## config.mk

```make
export PLATFORM = sky130hd
export DESIGN_NAME = time_counter_flat
export DESIGN_NICKNAME = d
export VERILOG_FILES = /design/src/rtl/time_counter_if.sv /design/src/rtl/time_counter.sv /design/src/flat_wrapper.sv
export SDC_FILE = /design/constraint.sdc
export NUM_CORES = 1
export LEC_CHECK = 0
export ABC_AREA = 1
export CAP_MARGIN = 20
export CORE_ASPECT_RATIO = 1.1
export CORE_MARGIN = 2
export CORE_UTILIZATION = 35
export DETAILED_ROUTE_END_ITERATION = 12
export DONT_BUFFER_PORTS = 1
export GPL_ROUTABILITY_DRIVEN = 0
export GPL_TIMING_DRIVEN = 0
export PLACE_DENSITY_LB_ADDON = 0.1
export SLEW_MARGIN = 20
export SYNTH_ARGS = -nofsm -noshare
export SYNTH_HDL_FRONTEND = slang
export SYNTH_SLANG_ARGS = --single-unit
```

## constraint.sdc

```tcl
create_clock -name clk -period 1.7 [get_ports clk]
set_input_delay 0.51 -clock clk [delete_from_list [all_inputs] [get_ports clk]]
set_output_delay 0.51 -clock clk [all_outputs]
set_load 0.01 [all_outputs]
```

## src/rtl/time_counter_if.sv

```systemverilog
// Bus bundle for time_counter.
// Inputs:  en_1hz, set_mode, inc_min, inc_hour, clr_sec.
// Outputs: hour_bcd, min_bcd, sec_bcd (packed BCD), pm, min_tick, hour_tick, day_tick.
// The master modport drives the control inputs. The slave modport is the counter side.
interface time_counter_if;
    logic       en_1hz;
    logic       set_mode;
    logic       inc_min;
    logic       inc_hour;
    logic       clr_sec;
    logic [7:0] hour_bcd;
    logic [7:0] min_bcd;
    logic [7:0] sec_bcd;
    logic       pm;
    logic       min_tick;
    logic       hour_tick;
    logic       day_tick;

    modport master (
        output en_1hz, set_mode, inc_min, inc_hour, clr_sec,
        input  hour_bcd, min_bcd, sec_bcd, pm, min_tick, hour_tick, day_tick
    );

    modport slave (
        input  en_1hz, set_mode, inc_min, inc_hour, clr_sec,
        output hour_bcd, min_bcd, sec_bcd, pm, min_tick, hour_tick, day_tick
    );
endinterface

```

## src/rtl/time_counter.sv

```systemverilog
// BCD hours/minutes/seconds timekeeper with a RUN/SET mode machine.
// Ports: clk, rst (async active-high), bus (time_counter_if.slave).
// In RUN, en_1hz advances the seconds, and carries ripple into minutes and hours with tick pulses.
// In SET, inc_min, inc_hour and clr_sec edit the fields directly. No carries and no ticks are produced in SET.
// FMT_12H=1 counts hours from 01 to 12 and keeps an AM/PM flag.
module time_counter #(
    parameter bit FMT_12H = 1'b0
) (
    input  logic           clk,
    input  logic           rst,
    time_counter_if.slave  bus
);

    typedef enum logic {RUN = 1'b0, SET = 1'b1} state_t;

    localparam logic [7:0] HOUR_RST  = FMT_12H ? 8'h12 : 8'h00;
    localparam logic [7:0] HOUR_LAST = FMT_12H ? 8'h11 : 8'h23;

    state_t     state_q, state_d;
    logic [7:0] hour_q, hour_d;
    logic [7:0] min_q, min_d;
    logic [7:0] sec_q, sec_d;
    logic       pm_q, pm_d;
    logic       min_tick_q, min_tick_d;
    logic       hour_tick_q, hour_tick_d;
    logic       day_tick_q, day_tick_d;
    logic [8:0] hour_nxt;
    logic       day_last;

    // Add one to a packed BCD value. A units digit of 9 rolls into the tens digit.
    function automatic logic [7:0] bcd_inc(input logic [7:0] v);
        if (v[3:0] == 4'd9) return {v[7:4] + 4'd1, 4'd0};
        return {v[7:4], v[3:0] + 4'd1};
    endfunction

    function automatic logic [7:0] inc60(input logic [7:0] v);
        return (v == 8'h59) ? 8'h00 : bcd_inc(v);
    endfunction

    // Returns {pm, hour} after one hour step in the selected format.
    function automatic logic [8:0] hour_inc(input logic [7:0] h, input logic p);
        if (FMT_12H) begin
            if (h == 8'h12) return {p, 8'h01};
            if (h == 8'h11) return {~p, 8'h12};
            return {p, bcd_inc(h)};
        end
        if (h == 8'h23) return {1'b0, 8'h00};
        return {1'b0, bcd_inc(h)};
    endfunction

    // State and counter registers.
    always_ff @(posedge clk or posedge rst) begin
        if (rst) begin
            state_q     <= RUN;
            hour_q      <= HOUR_RST;
            min_q       <= 8'h00;
            sec_q       <= 8'h00;
            pm_q        <= 1'b0;
            min_tick_q  <= 1'b0;
            hour_tick_q <= 1'b0;
            day_tick_q  <= 1'b0;
        end else begin
            state_q     <= state_d;
            hour_q      <= hour_d;
            min_q       <= min_d;
            sec_q       <= sec_d;
            pm_q        <= pm_d;
            min_tick_q  <= min_tick_d;
            hour_tick_q <= hour_tick_d;
            day_tick_q  <= day_tick_d;
        end
    end

    // Next-state and field update. The registered state selects the behaviour for the current edge.
    always_comb begin
        state_d     = bus.set_mode ? SET : RUN;
        hour_d      = hour_q;
        min_d       = min_q;
        sec_d       = sec_q;
        pm_d        = pm_q;
        min_tick_d  = 1'b0;
        hour_tick_d = 1'b0;
        day_tick_d  = 1'b0;
        hour_nxt    = hour_inc(hour_q, pm_q);
        // The last hour of the day is 23 in 24-hour mode, or 11 PM in 12-hour mode.
        day_last    = (hour_q == HOUR_LAST) && (FMT_12H ? pm_q : 1'b1);

        case (state_q)
            RUN: begin
                if (bus.en_1hz) begin
                    sec_d = inc60(sec_q);
                    if (sec_q == 8'h59) begin
                        min_tick_d = 1'b1;
                        min_d      = inc60(min_q);
                        if (min_q == 8'h59) begin
                            hour_tick_d    = 1'b1;
                            {pm_d, hour_d} = hour_nxt;
                            day_tick_d     = day_last;
                        end
                    end
                end
            end
            SET: begin
                if (bus.inc_min)  min_d = inc60(min_q);
                if (bus.inc_hour) {pm_d, hour_d} = hour_nxt;
                if (bus.clr_sec)  sec_d = 8'h00;
            end
        endcase
    end

    assign bus.hour_bcd  = hour_q;
    assign bus.min_bcd   = min_q;
    assign bus.sec_bcd   = sec_q;
    assign bus.pm        = pm_q;
    assign bus.min_tick  = min_tick_q;
    assign bus.hour_tick = hour_tick_q;
    assign bus.day_tick  = day_tick_q;

endmodule

```

## src/flat_wrapper.sv

```systemverilog
// flat-port wrapper written by rule: the top's interface ports become plain ports
module time_counter_flat 
#(
    parameter bit FMT_12H = 1'b0
)
  (clk, rst, bus_en_1hz, bus_set_mode, bus_inc_min, bus_inc_hour, bus_clr_sec, bus_hour_bcd, bus_min_bcd, bus_sec_bcd, bus_pm, bus_min_tick, bus_hour_tick, bus_day_tick);
  time_counter_if bus_i ();
  input  logic clk;
  input  logic rst;
  input wire logic [$bits(bus_i.en_1hz)-1:0] bus_en_1hz;
  input wire logic [$bits(bus_i.set_mode)-1:0] bus_set_mode;
  input wire logic [$bits(bus_i.inc_min)-1:0] bus_inc_min;
  input wire logic [$bits(bus_i.inc_hour)-1:0] bus_inc_hour;
  input wire logic [$bits(bus_i.clr_sec)-1:0] bus_clr_sec;
  output wire logic [$bits(bus_i.hour_bcd)-1:0] bus_hour_bcd;
  output wire logic [$bits(bus_i.min_bcd)-1:0] bus_min_bcd;
  output wire logic [$bits(bus_i.sec_bcd)-1:0] bus_sec_bcd;
  output wire logic [$bits(bus_i.pm)-1:0] bus_pm;
  output wire logic [$bits(bus_i.min_tick)-1:0] bus_min_tick;
  output wire logic [$bits(bus_i.hour_tick)-1:0] bus_hour_tick;
  output wire logic [$bits(bus_i.day_tick)-1:0] bus_day_tick;
  assign bus_i.en_1hz = bus_en_1hz;
  assign bus_i.set_mode = bus_set_mode;
  assign bus_i.inc_min = bus_inc_min;
  assign bus_i.inc_hour = bus_inc_hour;
  assign bus_i.clr_sec = bus_clr_sec;
  assign bus_hour_bcd = bus_i.hour_bcd;
  assign bus_min_bcd = bus_i.min_bcd;
  assign bus_sec_bcd = bus_i.sec_bcd;
  assign bus_pm = bus_i.pm;
  assign bus_min_tick = bus_i.min_tick;
  assign bus_hour_tick = bus_i.hour_tick;
  assign bus_day_tick = bus_i.day_tick;
  time_counter #(.FMT_12H(FMT_12H)) u_core (.clk(clk), .rst(rst), .bus(bus_i));
endmodule
```

==> results.sh <==
export IMPL_start_util=0.363
export IMPL_io_pins=35
export IMPL_area_delta_synth_final_pct=10.6
export IMPL_grt_pass1_vias=1096
export IMPL_dpl_cell_count=227
export IMPL_die_area_mm2=0.00504
export IMPL_reg2reg_slack_ns=0.13
export IMPL_htreeDepth=1
export IMPL_endpoint_kind="flop"
export IMPL_dr_pass1_iters=4
export IMPL_cap_violations=0
export IMPL_max_freq_mhz=638
export IMPL_startpoint_type="flop"
export IMPL_grt_overflow=0
export IMPL_p_sw_frac=0.368
export IMPL_pwr_share_clk=0.203
export IMPL_post_route_min_period_ns=1.57
export IMPL_synth_top_area_cell="dfrtp_1"
export IMPL_fin_skew_ns=0.00405
export IMPL_clock_latency_ns=0.27
export IMPL_p_seq_frac=0.566
export IMPL_vias=1122
export IMPL_synth_warnings=0
export IMPL_antenna_found_initial=0
export IMPL_final_cell_mix="32 x nand2_1, 24 x nand3_1, 24 x dfrtp_1"
export IMPL_cts_hold_buf=0
export IMPL_post_route_util=0.402
export IMPL_fill_cells=447
export IMPL_clock_path_buffers=2
export IMPL_ant_nets=0
export IMPL_yosys_area_top_type_share=0.447
export IMPL_p_per_area_mw_per_mm2=1020
export IMPL_slew_headroom=0.656
export IMPL_criticalPathCategory="flop to flop"
export IMPL_hold_viol_final=0
export IMPL_die_h_um=74.2
export IMPL_num_rows=25
export IMPL_cts_root_buffer="clkbuf_8"
export IMPL_drt_total_wl_um=2980
export IMPL_cts_tree="yes"
export IMPL_timing_final_setup_violations=0
export IMPL_synth_area_leaders="dfrtp_1 45%, ha_1 9.6%, nand3_1 7.7%, nand2_1 7.7%, inv_1 4.8%"
export IMPL_worstPathArrival_ns=1.73
export IMPL_synth_cell_type_count=25
export IMPL_drc_errors=0
export IMPL_slew_violations=0
export IMPL_cp_slowest_cell="dfrtp_2"
export IMPL_status="complete, no violations"
export IMPL_worst_path_largest_cell_delay_ns=0.46
export IMPL_vias_per_cell=4.82
export IMPL_finalNonFillerCells=233
export IMPL_seq_area_frac_synth=0.447
export IMPL_clk_pin_slew_worst_paths_ns=0.09
export IMPL_grt_max_degree=19
export IMPL_track_usage=0.134
export IMPL_drive_gt1_frac=0.173
export IMPL_n_antenna_cell=0
export IMPL_core_region_area_mm2=0.00432
export IMPL_crit_fanout=8
export IMPL_grt_pass1_wl_um=5090
export IMPL_pwr_share_comb=0.230
export IMPL_path_delay_family="simple AND/OR/NAND/NOR gates"
export IMPL_cp_cell_sequence="inv_2 -> ha_2 -> nand3_2 -> nor2_4 -> nand2_2 -> nand2_4 -> nand2_4 -> nand2_1 -> o21ai_2"
export IMPL_postSynthCellCount=172
export IMPL_ys_ff_latch=28
export IMPL_cp_num_buf_inv=1
export IMPL_initialDrtViolationCount=50
export IMPL_place_detailed_hpwl_um=2240
export IMPL_chipWidth_um=67.8
export IMPL_critPathRequiredTime_ns=1.87
export IMPL_cts_buffers=3
export IMPL_net_switching_power_uw=650
export IMPL_intPower_mw=1.12
export IMPL_synth_fp_nets=191
export IMPL_avgRoutedWirePerCell_um=12.8
export IMPL_timing_worst_slew_pin_value_ns=0.516
export IMPL_period_share=0.922
export IMPL_synth_area_mm2=0.00157
export IMPL_fin_nets=200
export IMPL_path_common_cell="nand2_4"
export IMPL_ir_worst_vdd_v=0.000380
export IMPL_clkSinkCount=28
export IMPL_p_leak_nw=0.872
export IMPL_mostFrequentLayoutCell="nand2_1"
export IMPL_min_path_type="primary input to async pin"
export IMPL_port_buffers=0
export IMPL_syn_avg_cell_area_um2=9.12
[synthesized netlist by cell type]
master,count
nand3_1,24
buf_4,1
ha_1,12
o21ai_2,4
nor2_4,1
nor2_2,1
inv_2,1
or2_2,1
nand2_1,32
nand3_2,2
inv_1,20
nand3_4,1
xnor2_1,4
nand2_2,2
mux2i_1,1
nand4_1,1
o21ai_0,7
conb_1,1
dfrtp_1,28
nand2_4,4
nor3_1,1
nor2_1,9
nand3b_1,3
xor2_1,7
o22ai_1,4
[flip-flops by register name, summed over array words and instances, names as in the netlist]
name                  cells
u_core.bus.hour_bcd       8
u_core.bus.sec_bcd        8
u_core.bus.min_bcd        8
u_core.bus.min_tick       1
u_core.bus.hour_tick      1
u_core.bus.day_tick       1
u_core.state_q            1
[per-stage QoR]
step	setup slack [ns]	hold slack [ns]	total power [mW]	area (um2)	setup TNS (ns)
2_1_floorplan	0.285	0.541	1.30	1570	0
3_3_place_gp	0.129	0.541	1.39	1640	0
3_5_place_dp	0.124	0.473	1.42	1660	0
4_1_cts	0.0970	0.169	1.79	1710	0
5_1_grt	-0.00331	0.179	1.92	1740	-0.00331
6_report	0.133	0.149	1.77	1740	0
[power groups by stage]
stage	registers (mW)	clock network (mW)	logic [mW]
global placement	1.01	0	0.382
detailed placement	1.02	0	0.405
global route	1.03	0.405	0.489
CTS	1.00	0.380	0.409
finish	1.00	0.360	0.407
floorplan	0.966	0	0.339
[logic make-up after synthesis]
logic type	Yosys count	share of synthesized area
buf+inv	22	0.0550
compound gates	15	0.0606
fa+ha+maj	12	0.0957
simple gates	82	0.272
other cells	1	0.00239
flops	28	0.447
xor+xnor	11	0.0614
mux	1	0.00638
[layer usage]
metal,track usage,share of wire
met2,0.216,0.46
met4,0.0533,0.017
met5,0,0
met3,0.0272,0.043
met1,0.175,0.48
[final timing paths]
path	depth (start not counted)	endpoint	startpoint
worst max-delay path	9	u_core.bus.min_bcd[4]	u_core.bus.sec_bcd[1]
worst min register to register	2	u_core.bus.min_bcd[7]	u_core.bus.min_bcd[7]
min in group clk	0	u_core.state_q	bus_set_mode
max in group asynchronous	2	u_core.bus.min_bcd[4]	rst
worst min-delay path	1	u_core.bus.min_bcd[7]	rst
worst max register to register	9	u_core.bus.min_bcd[4]	u_core.bus.sec_bcd[1]
[cell type report]
type,instances,area [um2],share of cell area
multi-input cells,122,785,0.452
well taps,54,67.6,0.0389
inverters,21,78.8,0.0454
clock buffers,3,41.3,0.0238
flip-flops and latches,28,706,0.407
plain buffers,1,7.51,0.00433
repair buffers,4,50.0,0.0288
[repair_timing]
action,4_1_cts,5_1_grt
endpoints found under the setup margin,0,12
setup buffers,0,3
endpoints found under the hold margin,0,0
gates resized for setup,0,6
No activity file was read; power rests on OpenSTA's default activity.
